## src/rtl/bcd_scan_ctrl.sv

```systemverilog
// bcd_scan_ctrl: time-multiplexed scan controller for NDIG common-anode
// digits sharing one BCD-to-7-segment decoder. A shadow register takes new
// values at any time; the displayed (active) value is swapped only at the
// frame wrap, so a displayed frame never mixes two loads.
// There is no valid/ready handshake: `load` is a single-cycle strobe that is
// always accepted, and the newest strobe wins.
module bcd_scan_ctrl #(
  parameter int NDIG  = 4,
  parameter int DIV   = 50000,
  parameter int BLANK = 2
) (
  input  logic              clk,
  input  logic              rst_n,
  input  logic              load,
  input  logic [4*NDIG-1:0] din,
  input  logic              lzb,
  output logic [0:3]        z,
  output logic [NDIG-1:0]   an,
  output logic              pending,
  output logic              frame,
  output logic              dbg_state
);

  localparam int IW   = $clog2(NDIG);
  localparam int CMAX = (DIV > BLANK) ? DIV : BLANK;
  localparam int CW   = $clog2(CMAX + 1);

  localparam logic [CW-1:0] DIV_LAST   = CW'(DIV - 1);
  localparam logic [CW-1:0] BLANK_LAST = CW'(BLANK - 1);
  localparam logic [IW-1:0] IDX_LAST   = IW'(NDIG - 1);

  typedef enum logic {
    ST_SHOW  = 1'b0,
    ST_BLANK = 1'b1
  } state_t;

  state_t              r_state;
  state_t              w_state_nxt;
  logic [CW-1:0]       r_cnt;
  logic [CW-1:0]       w_cnt_nxt;
  logic [IW-1:0]       r_idx;
  logic [IW-1:0]       w_idx_nxt;
  logic                w_wrap;

  logic [4*NDIG-1:0]   r_active;
  logic [4*NDIG-1:0]   r_shadow;
  logic                r_pending;
  logic                r_frame;

  logic [3:0]          w_digit;
  logic                w_zero_above;
  logic                w_suppress;

  // Scan state register: reset parks in BLANK on the last digit so the
  // first wrap lands BLANK clocks after release.
  always_ff @(posedge clk or negedge rst_n) begin
    if (!rst_n) begin
      r_state <= ST_BLANK;
      r_idx   <= IDX_LAST;
      r_cnt   <= '0;
    end else begin
      r_state <= w_state_nxt;
      r_idx   <= w_idx_nxt;
      r_cnt   <= w_cnt_nxt;
    end
  end

  // Next-state logic: SHOW for DIV clocks, BLANK for BLANK clocks, advance digit.
  always_comb begin
    w_state_nxt = r_state;
    w_cnt_nxt   = r_cnt + 1'b1;
    w_idx_nxt   = r_idx;
    w_wrap      = 1'b0;
    case (r_state)
      ST_SHOW: begin
        if (r_cnt == DIV_LAST) begin
          w_state_nxt = ST_BLANK;
          w_cnt_nxt   = '0;
        end
      end
      ST_BLANK: begin
        if (r_cnt == BLANK_LAST) begin
          w_state_nxt = ST_SHOW;
          w_cnt_nxt   = '0;
          if (r_idx == IDX_LAST) begin
            w_idx_nxt = '0;
            w_wrap    = 1'b1;
          end else begin
            w_idx_nxt = r_idx + 1'b1;
          end
        end
      end
      default: begin
        w_state_nxt = ST_BLANK;
        w_cnt_nxt   = '0;
      end
    endcase
  end

  // Double buffer: swap at the wrap only; a load on the wrap edge still
  // leaves the new value pending for the following frame.
  always_ff @(posedge clk or negedge rst_n) begin
    if (!rst_n) begin
      r_active  <= '0;
      r_shadow  <= '0;
      r_pending <= 1'b0;
      r_frame   <= 1'b0;
    end else begin
      if (w_wrap && r_pending) begin
        r_active <= r_shadow;
      end
      if (load) begin
        r_shadow  <= din;
        r_pending <= 1'b1;
      end else if (w_wrap) begin
        r_pending <= 1'b0;
      end
      r_frame <= w_wrap;
    end
  end

  // Select the current digit and decide whether it is a leading zero.
  always_comb begin
    w_digit      = '0;
    w_zero_above = 1'b1;
    w_suppress   = 1'b0;
    for (int k = NDIG - 1; k >= 0; k--) begin
      w_zero_above = w_zero_above && (r_active[4*k +: 4] == 4'd0);
      if (IW'(k) == r_idx) begin
        w_digit    = r_active[4*k +: 4];
        w_suppress = lzb && (k != 0) && w_zero_above;
      end
    end
  end

  // Moore output decode: one anode low during SHOW, everything off in BLANK.
  always_comb begin
    an = '1;
    z  = 4'b1111;
    if (r_state == ST_SHOW) begin
      for (int k = 0; k < NDIG; k++) begin
        if (IW'(k) == r_idx) begin
          an[k] = 1'b0;
        end
      end
      z = w_suppress ? 4'b1111 : w_digit;
    end
  end

  assign pending   = r_pending;
  assign frame     = r_frame;
  assign dbg_state = r_state;

endmodule

```

## config.mk

```make
export PLATFORM = sky130hd
export DESIGN_NAME = bcd_scan_ctrl
export DESIGN_NICKNAME = d
export VERILOG_FILES = /design/src/rtl/bcd_scan_ctrl.sv
export SDC_FILE = /design/constraint.sdc
export NUM_CORES = 1
export LEC_CHECK = 0
export ABC_AREA = 1
export CORE_ASPECT_RATIO = 1.5
export CORE_UTILIZATION = 37
export DETAILED_ROUTE_END_ITERATION = 12
export HOLD_SLACK_MARGIN = 0.1
export PLACE_DENSITY = 0.55
export SLEW_MARGIN = 10
export SYNTH_ARGS = -nofsm -noshare
export SYNTH_HDL_FRONTEND = slang
export SYNTH_SLANG_ARGS = --single-unit
```

## constraint.sdc

```tcl
create_clock -name clk -period 1.65 [get_ports clk]
set_input_delay 0.33 -clock clk [delete_from_list [all_inputs] [get_ports clk]]
set_output_delay 0.33 -clock clk [all_outputs]
set_load 0.02 [all_outputs]
```

## Yosys cells after proc, flatten, opt, wreduce, memory -nomap -nowiden

Index checks and enable logic that the tools add are counted.

- Add/subtract/negate cells: 2
- Multiply operators: 0
- Div/mod/pow operators: 0
- $lt $le $gt $ge: 0
- Equal/unequal tests: 6
- Shift operators: 0
- Multiplexer cells: 27
- Bitwise logic cells: 1
- Reduce and logical (&&, ||, !) cells: 12

Operators with widths:

| kind | count |
|---|---|
| $mux W16 | 2 |
| $pmux W16 S2 | 1 |
| $mux W4 | 7 |
| $add A16 B1 Y16 const B | 1 |
| $eq A16 B1 Y1 const B | 1 |
| $eq A16 B16 Y1 const B | 1 |
| $mux W1 | 15 |
| $logic_not A4 Y1 | 3 |
| $logic_and A1 B1 Y1 | 6 |
| $eq A2 B2 Y1 const A | 2 |
| $add A2 B1 Y2 const B | 1 |
| $eq A1 B2 Y1 const A | 1 |
| $eq A2 B2 Y1 const B | 1 |
| $logic_not A2 Y1 | 1 |
| $mux W2 | 1 |
| $pmux W1 S2 | 1 |
| $reduce_and A2 Y1 | 1 |
| $reduce_bool A2 Y1 | 1 |
| $not A1 Y1 | 1 |

- Register bits: 53
- Latch bits: 0
- Bits in writable memories: 0
- Memory bits (read-only): 0
- Bits of input ports: 20
- Memories: 0

## Depth between registers and ports, before layout

- Word-level depth: 8
- Depth in mapped cells: 10

## Worst setup path after synthesis

Ideal clock, no wire load.

- Path type: register to output
- Start: register r_idx[0]
- End: output z[0] (netlist bit)
- Arrival: 1.472 ns
- Required time: 1.320 ns
- Setup slack: -0.152 ns
- Cell stages (with the launch flop): 9
- Path buffers: 0
- Path through: dfstp_2 > inv_1 > ha_1 > inv_1 > nand2_1 > o211ai_1 > nor2_1 > nand2_1 > nand2_1

- Word-level cells in the longest chain between the ends: 7
- Elaborated cells on any way between the ends: 14
- Those cells by class: 3 x eq/ne; 10 x mux; 1 x reduce/logical

Ends and longest elaborated chain:

| what | line | text |
|---|---|---|
| start: declaration | 41 | `logic [IW-1:0] r_idx;` |
| start signal: assignment | 63 | `r_idx <= w_idx_nxt;` |
| $eq A2 B2 Y1 | 129 | `if (IW'(k) == r_idx) begin` |
| $mux W4 / $mux W1 (equally long branches) (4 in series) | 129 |  |
| $mux W4 * | 146 | `z = w_suppress ? 4'b1111 : w_digit;` |
| $mux W4 * | 140 | `if (r_state == ST_SHOW) begin` |
| end: declaration | 17 | `output logic [0:3] z,` |

Mark *: on every way between the ends. The rest lies on a longest branch, timed or not.

## Worst setup path after layout

- Start: register r_idx[1]
- End: output z[0] (netlist bit)

Same word-level chain as after synthesis.

==> impl_metrics.xml <==
<?xml version="1.0" encoding="UTF-8"?>
<metrics>
  <group name="outcome">
    <metric name="status" unit="">complete, but fails checks</metric>
    <metric name="failed_checks" unit="">setup timing</metric>
  </group>
  <group name="logic_synthesis">
    <metric name="netlist.area_leader.share" unit="%">45.43</metric>
    <metric name="synth_xor_xnor_area_share" unit="%">3.816</metric>
    <metric name="synth_simple_gate_area_share" unit="%">35.67</metric>
    <metric name="summed_instance_area_of_the_synthesized_netlist" unit="um^2">2754</metric>
    <metric name="postSynthNetCount" unit="">377</metric>
    <metric name="synth_sequential_area_ratio" unit="%">48.30</metric>
    <metric name="count_of_distinct_cell_types_in_the_synthesized_netlist" unit="">30</metric>
    <metric name="syn-instance-count" unit="">351</metric>
    <metric name="synth_compound_gate_area_share" unit="%">3.271</metric>
    <metric name="yosys_register_bits" unit="">53</metric>
    <metric name="post_syn_area_per_cell" unit="um^2">7.846</metric>
    <metric name="synth.most_common_cell" unit="">sky130_fd_sc_hd__nand2_1</metric>
    <metric name="yosys_warnings" unit="">0</metric>
    <metric name="netlist_top_cells_area" unit="">sky130_fd_sc_hd__dfrtp_1 45%, sky130_fd_sc_hd__nand2_1 19%, sky130_fd_sc_hd__nor2_1 5.7%, sky130_fd_sc_hd__nand4_1 4.3%, sky130_fd_sc_hd__xor2_1 3.2%</metric>
    <metric name="ys_async_sr_fraction" unit="%">100.0</metric>
    <metric name="synth_top_family_by_area" unit="">simple AND/OR/NAND/NOR gates</metric>
    <metric name="most_used_flip_flop_cell_after_synthesis" unit="">sky130_fd_sc_hd__dfrtp_1</metric>
    <metric name="yosys.area.top_type" unit="">sky130_fd_sc_hd__dfrtp_1</metric>
    <metric name="synth_edf_count" unit="">0</metric>
    <metric name="ys_top_cells_by_count" unit="">138 x sky130_fd_sc_hd__nand2_1, 50 x sky130_fd_sc_hd__dfrtp_1, 42 x sky130_fd_sc_hd__nor2_1</metric>
    <metric name="synth_adder_area_share" unit="%">2.726</metric>
    <metric name="yosys-mux-area-fraction" unit="%">0</metric>
  </group>
  <group name="finish">
    <metric name="synthesis_to_layout_area_growth" unit="%">34.80</metric>
    <metric name="insertedDiodeCount" unit="">0</metric>
    <metric name="finish.net_count" unit="">440</metric>
    <metric name="finalNonFillerCells" unit="">515</metric>
    <metric name="finish.instance_area" unit="um^2">3712</metric>
    <metric name="post_route_cells_drive_above_1_share" unit="%">26.02</metric>
  </group>
  <group name="grt">
    <metric name="antenna_found_initial" unit="">0</metric>
    <metric name="maximum_number_of_pins_on_one_net_before_global_route_repair" unit="">28</metric>
    <metric name="overflow" unit="">0</metric>
    <metric name="global_route_wire_length_before_repair" unit="um">11090</metric>
    <metric name="vias_in_the_first_global_route" unit="">2311</metric>
    <metric name="global_route.usage.total" unit="%">18.92</metric>
  </group>
  <group name="place">
    <metric name="io_buffer_count" unit="">30</metric>
    <metric name="post-place-ws" unit="ns">-0.6189</metric>
    <metric name="dp.cells" unit="">493</metric>
    <metric name="place_congestion" unit="">0.8480</metric>
    <metric name="dp.final_hpwl" unit="um">5019</metric>
    <metric name="dpl-instance-area" unit="um^2">3381</metric>
  </group>
  <group name="sta">
    <metric name="finClkSkew" unit="ns">0.01123</metric>
    <metric name="min_period" unit="ns">2.217</metric>
    <metric name="fin_setup_tns" unit="ns">-4.450</metric>
    <metric name="final_min_period_over_clock_period" unit="%">134.4</metric>
    <metric name="grt_setup_unrepaired" unit="">true</metric>
    <metric name="final-max-slew-violation-count" unit="">0</metric>
    <metric name="fin_ws" unit="ns">-0.5673</metric>
    <metric name="timing.final.hold_violations" unit="">0</metric>
    <metric name="hold-worst-slack" unit="ns">0.4497</metric>
    <metric name="timing.max_slew.rel_slack" unit="%">76.04</metric>
    <metric name="max_freq" unit="GHz">0.4510</metric>
    <metric name="worstMarginPinSlew" unit="ns">0.3594</metric>
    <metric name="report.final.setup_viol" unit="">25</metric>
  </group>
  <group name="power">
    <metric name="max_ir_drop_vdd" unit="V">0.0003784</metric>
    <metric name="total_leakage_power" unit="nW">1.846</metric>
    <metric name="p_per_area" unit="nW/um^2">608.1</metric>
  </group>
  <group name="clock_tree">
    <metric name="cts_root_buf" unit="">sky130_fd_sc_hd__clkbuf_8</metric>
    <metric name="cts_sinks" unit="">53</metric>
    <metric name="cts_max_path_buffers" unit="">2</metric>
    <metric name="tritoncts.num_buffers" unit="">5</metric>
    <metric name="cts-htree-levels" unit="">2</metric>
    <metric name="clk_pin_slew_worst_paths" unit="ns">0.10</metric>
    <metric name="tritoncts" unit="">done</metric>
    <metric name="clkLatencyLatePin" unit="ns">0.31</metric>
  </group>
  <group name="critical_path">
    <metric name="start_kind" unit="">register</metric>
    <metric name="crit_path_end_kind" unit="">output pin</metric>
    <metric name="r2r_end" unit="">r_active[12]</metric>
    <metric name="cp_data_required_time" unit="ns">1.32</metric>
    <metric name="reg2reg_depth" unit="">9</metric>
    <metric name="timing.critical_path.fanout_max" unit="">7</metric>
    <metric name="timing.rr.start" unit="">r_idx[1]</metric>
    <metric name="worstPathArrival" unit="ns">1.89</metric>
    <metric name="rrSetupSlack" unit="ns">-0.09</metric>
    <metric name="timing.setup.critical_path_class" unit="">reg -&gt; out</metric>
  </group>
  <group name="detailed_routing">
    <metric name="detail_route.wirelength" unit="um">6940</metric>
    <metric name="drc_errors" unit="">0</metric>
    <metric name="antenna_left" unit="">0</metric>
    <metric name="wl_per_cell" unit="um">13.48</metric>
    <metric name="dr.pass1.iters" unit="">4</metric>
    <metric name="drt-initial-drc-count" unit="">90</metric>
    <metric name="detailroute.via_count" unit="">2438</metric>
    <metric name="routed_via_density" unit="">4.734</metric>
  </group>
  <group name="floorplanning">
    <metric name="core-area" unit="um^2">7227</metric>
    <metric name="num_rows" unit="">38</metric>
    <metric name="start_util" unit="%">38.11</metric>
    <metric name="io_pins" unit="">31</metric>
    <metric name="dieArea" unit="um^2">7799</metric>
    <metric name="fp.dieH" unit="um">107.7</metric>
    <metric name="fp.dieW" unit="um">72.44</metric>
  </group>
  <group name="job">
    <metric name="max_cap_violations" unit="">0</metric>
  </group>
  <group name="worst_hold_path">
    <metric name="worst_hold_path_type" unit="">in -&gt; async</metric>
  </group>
</metrics>
[through the flow]
| stage | total power, mW | utilization [%] |
|---|---|---|
| 3_5_place_dp | 1.530 | 46.78 |
| 2_1_floorplan | 1.426 | - |
| 3_3_place_gp | 1.527 | 46.78 |
| 6_report | 2.258 | 51.37 |
| 5_1_grt | 2.362 | 51.37 |
| 4_1_cts | 2.283 | 49.62 |
[per-layer routing]
| layer | GRT usage, % | vias up | routed length, um |
|---|---|---|---|
| li1 | - | 1226 | - |
| met1 | 19.17 | 1151 | 2476 |
| met2 | 37.92 | 49 | 4140 |
| met3 | 2.247 | 12 | 172 |
| met4 | 7.003 | 0 | 152 |
| met5 | 0 | - | 0 |
[sequential cells by signal, indices dropped and copies added (netlist names)]
register   cells
frame          1
r_cnt         16
dbg_state      1
r_shadow      16
r_idx          2
r_active      16
pending        1
[report_power, final]
group          switching, mW  leakage [nW]  total [mW]  internal [mW]
combinational         0.0772          1.12       0.150         0.0732
sequential            0.0190         0.683        1.35           1.33
clock                  0.450        0.0456       0.754          0.304
[cell type report]
class	instances	area, um^2
Fill cell	716	3515
Clock inverter	2	13.76
Inverter	28	112.6
Clock buffer	6	72.57
Tap cell	100	125.1
Timing Repair Buffer	67	659.4
Sequential cell	53	1330
Multi-Input combinational cell	259	1399
[how the worst max path moves through the flow]
stage	start	end	slack, ns	cells past startpoint
floorplan	r_idx[0]	z[0]	-0.03	8
global placement	r_idx[1]	z[0]	-0.60	9
detailed placement	r_idx[0]	z[3]	-0.62	10
CTS	r_idx[1]	z[2]	-0.55	9
global route	r_idx[1]	z[0]	-0.64	9
finish	r_idx[1]	z[0]	-0.57	9
[layout by cell type, fill, tap and decap left out, drive strengths merged]
master,instances
ha,6
dfstp,3
clkbuf,7
clkinv,3
xor2,10
buf,45
a21oi,5
nand4,19
and2,1
nor2,49
o21ai,4
dlygate4sd3,1
o211ai,5
inv,27
nor4,1
nand2,140
clkdlybuf4s50,20
nand3,15
dfrtp,50
nand3b,1
xnor2,2
o31ai,1
[repair_timing]
item                                    4_1_cts  5_1_grt
pin swaps                                     4        4
hold endpoints to repair                     11        0
buffers inserted                              4        7
hold buffers                                  1        0
endpoints found under the setup margin       26       30
cloned                                        2        0
resized for setup                            53       29
[cell families after synthesis]
logic type / count (synthesis)
flops: 53
fa+ha+maj: 6
compound gates: 15
buf+inv: 40
simple gates: 225
xor+xnor: 12
[critical path: stages (launching register included)]
cell	delay [ns]
sky130_fd_sc_hd__dfstp_2	0.61
sky130_fd_sc_hd__inv_2	0.07
sky130_fd_sc_hd__ha_4	0.19
sky130_fd_sc_hd__inv_4	0.08
sky130_fd_sc_hd__nand2_2	0.05
sky130_fd_sc_hd__o211ai_1	0.15
sky130_fd_sc_hd__nor2_1	0.07
sky130_fd_sc_hd__nand2_2	0.15
sky130_fd_sc_hd__nand2_2	0.08
sky130_fd_sc_hd__buf_6	0.13
Power figures use the tool's default switching activity.
